### config.mk
export PLATFORM = sky130hd
export DESIGN_NAME = argmax_seq_ctrl
export DESIGN_NICKNAME = d
export VERILOG_FILES = /design/src/rtl/argmax_seq_ctrl.sv
export SDC_FILE = /design/constraint.sdc
export NUM_CORES = 1
export LEC_CHECK = 0
export CAP_MARGIN = 20
export CORE_MARGIN = 10
export CORE_UTILIZATION = 50
export CTS_CLUSTER_SIZE = 24
export DETAILED_ROUTE_END_ITERATION = 12
export PLACE_DENSITY_LB_ADDON = 0.1
export SYNTH_ARGS = -nofsm -noshare
export SYNTH_HDL_FRONTEND = slang
export SYNTH_SLANG_ARGS = --single-unit
### constraint.sdc
create_clock -name iClk -period 6.1 [get_ports iClk]
set_clock_uncertainty 0.15 [all_clocks]
set_input_delay 1.525 -clock iClk [delete_from_list [all_inputs] [get_ports iClk]]
set_output_delay 1.525 -clock iClk [all_outputs]
set_load 0.01 [all_outputs]
### src/rtl/argmax_seq_ctrl.sv
// Streamed argmax over the DNN output-layer scores: one score per cycle in,
// registered maximum score and its class index out, plus a sticky framing error.
module argmax_seq_ctrl #(
    parameter int N_CLASS = 10,
    parameter int DATA_W  = 8,
    parameter int IDX_W   = 4
) (
    input  logic              iClk,
    input  logic              iRst_n,
    input  logic              iStart,
    input  logic [DATA_W-1:0] iScore,
    input  logic              iScore_valid,
    input  logic              iScore_last,
    output logic              oScore_ready,
    output logic              oBusy,
    output logic [DATA_W-1:0] oData_max,
    output logic [IDX_W-1:0]  oIndex,
    output logic              oValid,
    output logic              oErr
);

    // state   | meaning
    // IDLE    | waiting for iStart, scores not accepted
    // COLLECT | accepting scores, tracking running max and index
    // DONE    | result registers just loaded, oValid pulse
    localparam logic [1:0] IDLE    = 2'd0;
    localparam logic [1:0] COLLECT = 2'd1;
    localparam logic [1:0] DONE    = 2'd2;

    localparam logic [IDX_W-1:0] LAST_CNT = IDX_W'(N_CLASS - 1);

    logic [1:0]        state;
    logic [IDX_W-1:0]  count;
    logic [DATA_W-1:0] run_max;
    logic [IDX_W-1:0]  run_idx;

    logic              accept;
    logic              take_new;
    logic              at_full;
    logic              frame_end;
    logic              frame_err;
    logic [DATA_W-1:0] cand_max;
    logic [IDX_W-1:0]  cand_idx;

    always_comb begin
        accept    = (state == COLLECT) && iScore_valid;
        // strict compare keeps the lower index on ties
        take_new  = (count == '0) || (iScore > run_max);
        cand_max  = take_new ? iScore : run_max;
        cand_idx  = take_new ? count : run_idx;
        at_full   = (count == LAST_CNT);
        frame_end = accept && (iScore_last || at_full);
        frame_err = (iScore_last && !at_full) || (at_full && !iScore_last);
    end

    always_comb begin
        oScore_ready = (state == COLLECT);
        oBusy        = (state == COLLECT) || (state == DONE);
        oValid       = (state == DONE);
    end

    // the final score's compare is folded straight into the result registers
    // so they are already valid during the DONE cycle
    always_ff @(posedge iClk) begin
        if (!iRst_n) begin
            state     <= IDLE;
            count     <= '0;
            run_max   <= '0;
            run_idx   <= '0;
            oData_max <= '0;
            oIndex    <= '0;
            oErr      <= 1'b0;
        end else begin
            case (state)
                IDLE: begin
                    if (iStart) begin
                        state   <= COLLECT;
                        count   <= '0;
                        run_max <= '0;
                        run_idx <= '0;
                        oErr    <= 1'b0;
                    end
                end
                COLLECT: begin
                    if (accept) begin
                        run_max <= cand_max;
                        run_idx <= cand_idx;
                        count   <= count + 1'b1;
                        if (frame_end) begin
                            state     <= DONE;
                            oData_max <= cand_max;
                            oIndex    <= cand_idx;
                            oErr      <= oErr | frame_err;
                        end
                    end
                end
                DONE: begin
                    state <= IDLE;
                end
                default: begin
                    state <= IDLE;
                end
            endcase
        end
    end

endmodule

=== Word-level counts from Yosys, hierarchy flattened ===
Cells that the tools add are included.

* Bits in registers: 31
* Bits in latches: 0
* Memory bits (writable): 0
* Bits in read-only memories: 0
* Bits of input ports: 13
* Output and inout port bits: 16
* Logic and storage cells: 51
* Memories kept: 0

* $add $sub $neg: 1
* Multipliers: 0
* Divide/modulo/power cells: 0
* Magnitude comparators: 1
* Equality and inequality tests: 6
* Shifts and indexed selects: 0
* Mux-type cells: 18
* Bitwise logic cells: 1
* Reduce and logical (&&, ||, !) cells: 17

{| class="wikitable"
|+ Operator list
! kind !! count
|-
| two-way mux 8 bit || 3
|-
| two-way mux 4 bit || 4
|-
| one-hot mux 4 bit (2 select lines) || 2
|-
| one-hot mux 8 bit (2 select lines) || 1
|-
| AND reduction 3 bit || 3
|-
| greater-than comparator 8 bit || 1
|-
| two-way mux 2 bit || 3
|-
| adder 4 x 1 -> 4 bit (second input constant) || 1
|-
| == test 4 bit (second input constant) || 1
|-
| logical AND 1 bit || 4
|-
| zero test 4 bit || 1
|-
| logical OR 1 bit || 4
|-
| inequality test 2 x 1 -> 1 bit (second input constant) || 2
|-
| one-hot mux 2 bit (2 select lines) || 1
|-
| AND reduction 4 bit || 1
|-
| two-way mux 1 bit || 3
|-
| == test 2 x 1 -> 1 bit (second input constant) || 1
|-
| == test 2 bit (second input constant) || 1
|-
| zero test 1 bit || 2
|-
| zero test 2 bit || 1
|-
| inequality test 2 bit (second input constant) || 1
|-
| one-hot mux 1 bit (2 select lines) || 1
|-
| nonzero test 2 bit || 1
|-
| bitwise OR 1 bit || 1
|}

=== Longest topological paths before layout ===
* Depth in word-level cells: 8
* Mapped depth: 9
* Mapped depth without buffers: 8

=== Worst setup path after synthesis ===
OpenSTA, ideal clock, no wires.

* Kind: input port to flip-flop
* From: input iScore[5]
* To: register oData_max[0]
* Setup time: 133 ps
* Arrival: 2869 ps
* Required time: 5817 ps
* Path slack: 2948 ps
* Stages on the path: 8
* Buffers on the path: 1
* Cells stage by stage: ha_1 -> a211oi_2 -> nor2_1 -> o31a_4 -> o2bb2ai_1 -> buf_6 -> mux2i_1 -> a21oi_1

* Word-level cells in the longest chain between the ends: 3

{| class="wikitable"
|+ RTL lines
! item !! line !! RTL
|-
| from (decl) || 11 || <nowiki>input logic [DATA_W-1:0] iScore,</nowiki>
|-
| greater-than comparator 8 bit || 48 || <nowiki>take_new = (count == '0) || (iScore > run_max);</nowiki>
|-
| logical OR 1 bit || 48 ||
|-
| two-way mux 8 bit || 49 || <nowiki>cand_max = take_new ? iScore : run_max;</nowiki>
|-
| to (signal assigned) || 91 || <nowiki>oData_max <= cand_max;</nowiki>
|-
| to (decl) || 16 || <nowiki>output logic [DATA_W-1:0] oData_max,</nowiki>
|}

Every way passes these cells.
A chain may end at the register's enable or synchronous reset.

=== Final worst setup path ===
* From: input iScore[7]
* To: register oData_max[6]

Same word-level chain as after synthesis.

==> metrics.yaml <==
final_layout:
  seq_area_um2: 621
  drive_gt1_share_pct: 6.61
  layout.nets: 254
  final_util_pct: 62.9
  diodes: 0
  mostFrequentLayoutCells: "dfxtp_1 (31), clkdlybuf4s50_1 (28), a21oi_1 (26), o21ai_0 (23), inv_1 (17)"
  mostFrequentLayoutCell: "dfxtp_1"
  area_delta_synth_final_pct: 23.4
  fillers: 303
  stdcell_count: 273
  multi_input_area_um2: 960
worst_setup_path:
  worstSetupPathType: "in -> reg"
  slowest_stage: "o2bb2ai_2"
  cp.depth: 8
  worst-path-buf-inv: 1
  path_max_fanout: 20
  crit_chain: "clkdlybuf4s50_1 -> ha_1 -> and4_1 -> nand4_1 -> o31a_4 -> o2bb2ai_2 -> mux2i_1 -> a21oi_1"
  r2r_cells: 8
  path_delay_family: "compound AO/OA/AOI/OAI gates"
  crit_path_start_kind: "primary input"
  worstPathArrival_ns: 3.79
  crit_path_max_incr_delay_ns: 0.47
  cp_data_required_time_ns: 6.18
  end_kind: "flip-flop"
yosys:
  synth_edf_count: 0
  ys_seq_elements: 31
  ys_types: 35
  netlist_area_um2: 1690
  syn-num-nets: 227
  ys_seq_area_share_pct: 36.8
  async_flop_share_pct: 0
  synth_ff_type: "dfxtp_1"
  synth_area_per_cell_um2: 8.48
  yosys_warnings: 0
  netlist_instances: 199
place:
  dpl_worst_slack_ns: 2.04
  detailed_place_hpwl_um: 2870
  dp_cells: 265
  routabilityCongestion: 0.864
  portBuffers: 28
floorplanning:
  pin_count: 29
  fp.dieArea_um2: 6100
  die_h_um: 78.1
  core_um2: 3310
  initial_core_util_pct: 51.0
  rows: 21
  die_x_um: 78.1
sta:
  final.setup.worst_slack_ns: 2.40
  post-route-period-util_pct: 60.7
  worstMarginPinSlew_ns: 1.08
  final_hold_viol_count: 0
  timing.max_slew.rel_slack_pct: 27.5
  slew_violations: 0
  post-route-min-period_ns: 3.70
  tns_ns: 0
  fmax_mhz: 270
  rsz0062_at_grt: "no"
  setup_viol: 0
power_and_ir_drop:
  peakVddDrop_uv: 113
  pwr-share-seq_pct: 45.5
  pwr-share-clk_pct: 37.0
  swShare_pct: 26.7
  power_frac_comb_pct: 17.6
  internal_power_mw: 0.342
  p_leak_nw: 0.827
  power_density_nw_per_um2: 224
  p_switching_mw: 0.125
global_routing:
  grt_pass1_vias: 1459
  grt_util_all_layers_pct: 13.5
  grt_max_degree: 21
  antenna_found_initial: 0
  grt_pass1_wl_um: 6730
  grt-ovfl-total: 0
clock_network:
  cts_made_buffers: 5
  clk_transition_reported_paths_ns: 0.10
  clock_latency_ns: 0.34
  hold_buffers: 0
  cts.repair.resized: 0
  cts_tree: "built"
  post-cts-setup-buffers: 0
  cts.path.max_buffers: 2
  ctsRootBufferMaster: "clkbuf_4"
  cts_sinks: 31
  htreeDepth: 2
route:
  num_vias: 1491
  drt-initial-drc-count: 55
  remaining_drc_errors: 0
  postRouteAntennaNets: 0
  via_per_inst: 5.46
  wl_per_cell_um: 14.5
  detail_route.first_pass.iterations: 4
  totalWireLength_um: 3960
run:
  max_cap_viol_count: 0
status:
  run_status: "finished clean"
min_path:
  hp-class: "reg -> reg"
  min_path_cells: 2
-- cells in the mapped netlist (2+ instances only) --
cell,n,area share [%]
nand2_1,9,2.0
nand3_1,11,3.3
dfxtp_1,31,37
a21oi_1,26,7.7
o21ai_0,23,6.8
nand2b_1,3,1.1
a21boi_1,3,1.3
inv_1,17,3.8
o32ai_1,2,1.0
nor2b_1,4,1.5
nand4_1,2,0.74
mux2i_1,10,5.9
o21ai_1,4,1.2
a31oi_1,2,0.74
buf_2,3,0.89
nor2_1,11,2.4
ha_1,15,11
clkbuf_1,5,1.1
and2_1,2,0.74
-- cells by family (layout without fill, tap and decap cells) --
group	after synthesis	in the layout	synth area share (%)
buf+inv	27	55	6.75
fa+ha+maj	15	15	11.1
mux	10	10	5.93
simple gates	47	47	15.2
compound gates	68	68	23.7
xor+xnor	1	1	0.519
flops	31	31	36.8
-- registers in the layout, summed over array words and instances (netlist names) --
register,count
oData_max,8
state,2
count,4
run_idx,4
run_max,8
oIndex,4
oErr,1
-- worst paths after layout --
check                 end        from  slack [ns]
max          oData_max[6]   iScore[7]        2.40
max reg2reg  oData_max[6]  run_max[6]        3.67
min            run_idx[0]  run_idx[0]        0.33
min reg2reg    run_idx[0]  run_idx[0]        0.33
-- final cells by class --
class,instances,share of cell area (%)
Timing Repair Buffer,30,14.2
Sequential cell,31,29.8
Inverter,17,3.06
Clock inverter,2,1.68
Clock buffer,6,2.46
Tap cell,46,2.76
Multi-Input combinational cell,141,46.1
-- per-layer routing --
layer  part of all wire [%]  up-vias  wire [um]  GRT usage, %
met5                      0        -          0             0
li1                       -      752          -             -
met1                     44      694       1730          14.6
met3                    5.0       10        197          5.13
met2                     49       35       1920          22.2
met4                    2.6        0        104          7.71
-- power groups by stage --
stage | registers [mW] | clock network, mW | logic, mW
2_1_floorplan | 0.218 | 0 | 0.0497
3_3_place_gp | 0.217 | 0 | 0.0800
6_report | 0.212 | 0.173 | 0.0822
4_1_cts | 0.212 | 0.177 | 0.0827
5_1_grt | 0.213 | 0.188 | 0.0902
3_5_place_dp | 0.217 | 0 | 0.0821
-- worst register-to-register path: stages (launching register included) --
cell and delay, ns:
dfxtp_1 0.36, inv_1 0.06, ha_1 0.29, and4_1 0.20, nand4_1 0.12, o31a_4 0.19
o2bb2ai_2 0.47, mux2i_1 0.38, a21oi_1 0.10
-- stage by stage --
| stage | cell area [um^2] | hold slack (ns) | power, mW |
|---|---|---|---|
| 2_1_floorplan | 1690 | 0.295 | 0.268 |
| 3_3_place_gp | 2000 | 0.306 | 0.297 |
| 3_5_place_dp | 2000 | 0.312 | 0.299 |
| 4_1_cts | 2080 | 0.327 | 0.472 |
| 5_1_grt | 2080 | 0.369 | 0.491 |
| 6_report | 2080 | 0.328 | 0.467 |
Note: power is estimated with default switching activity, not from simulation.
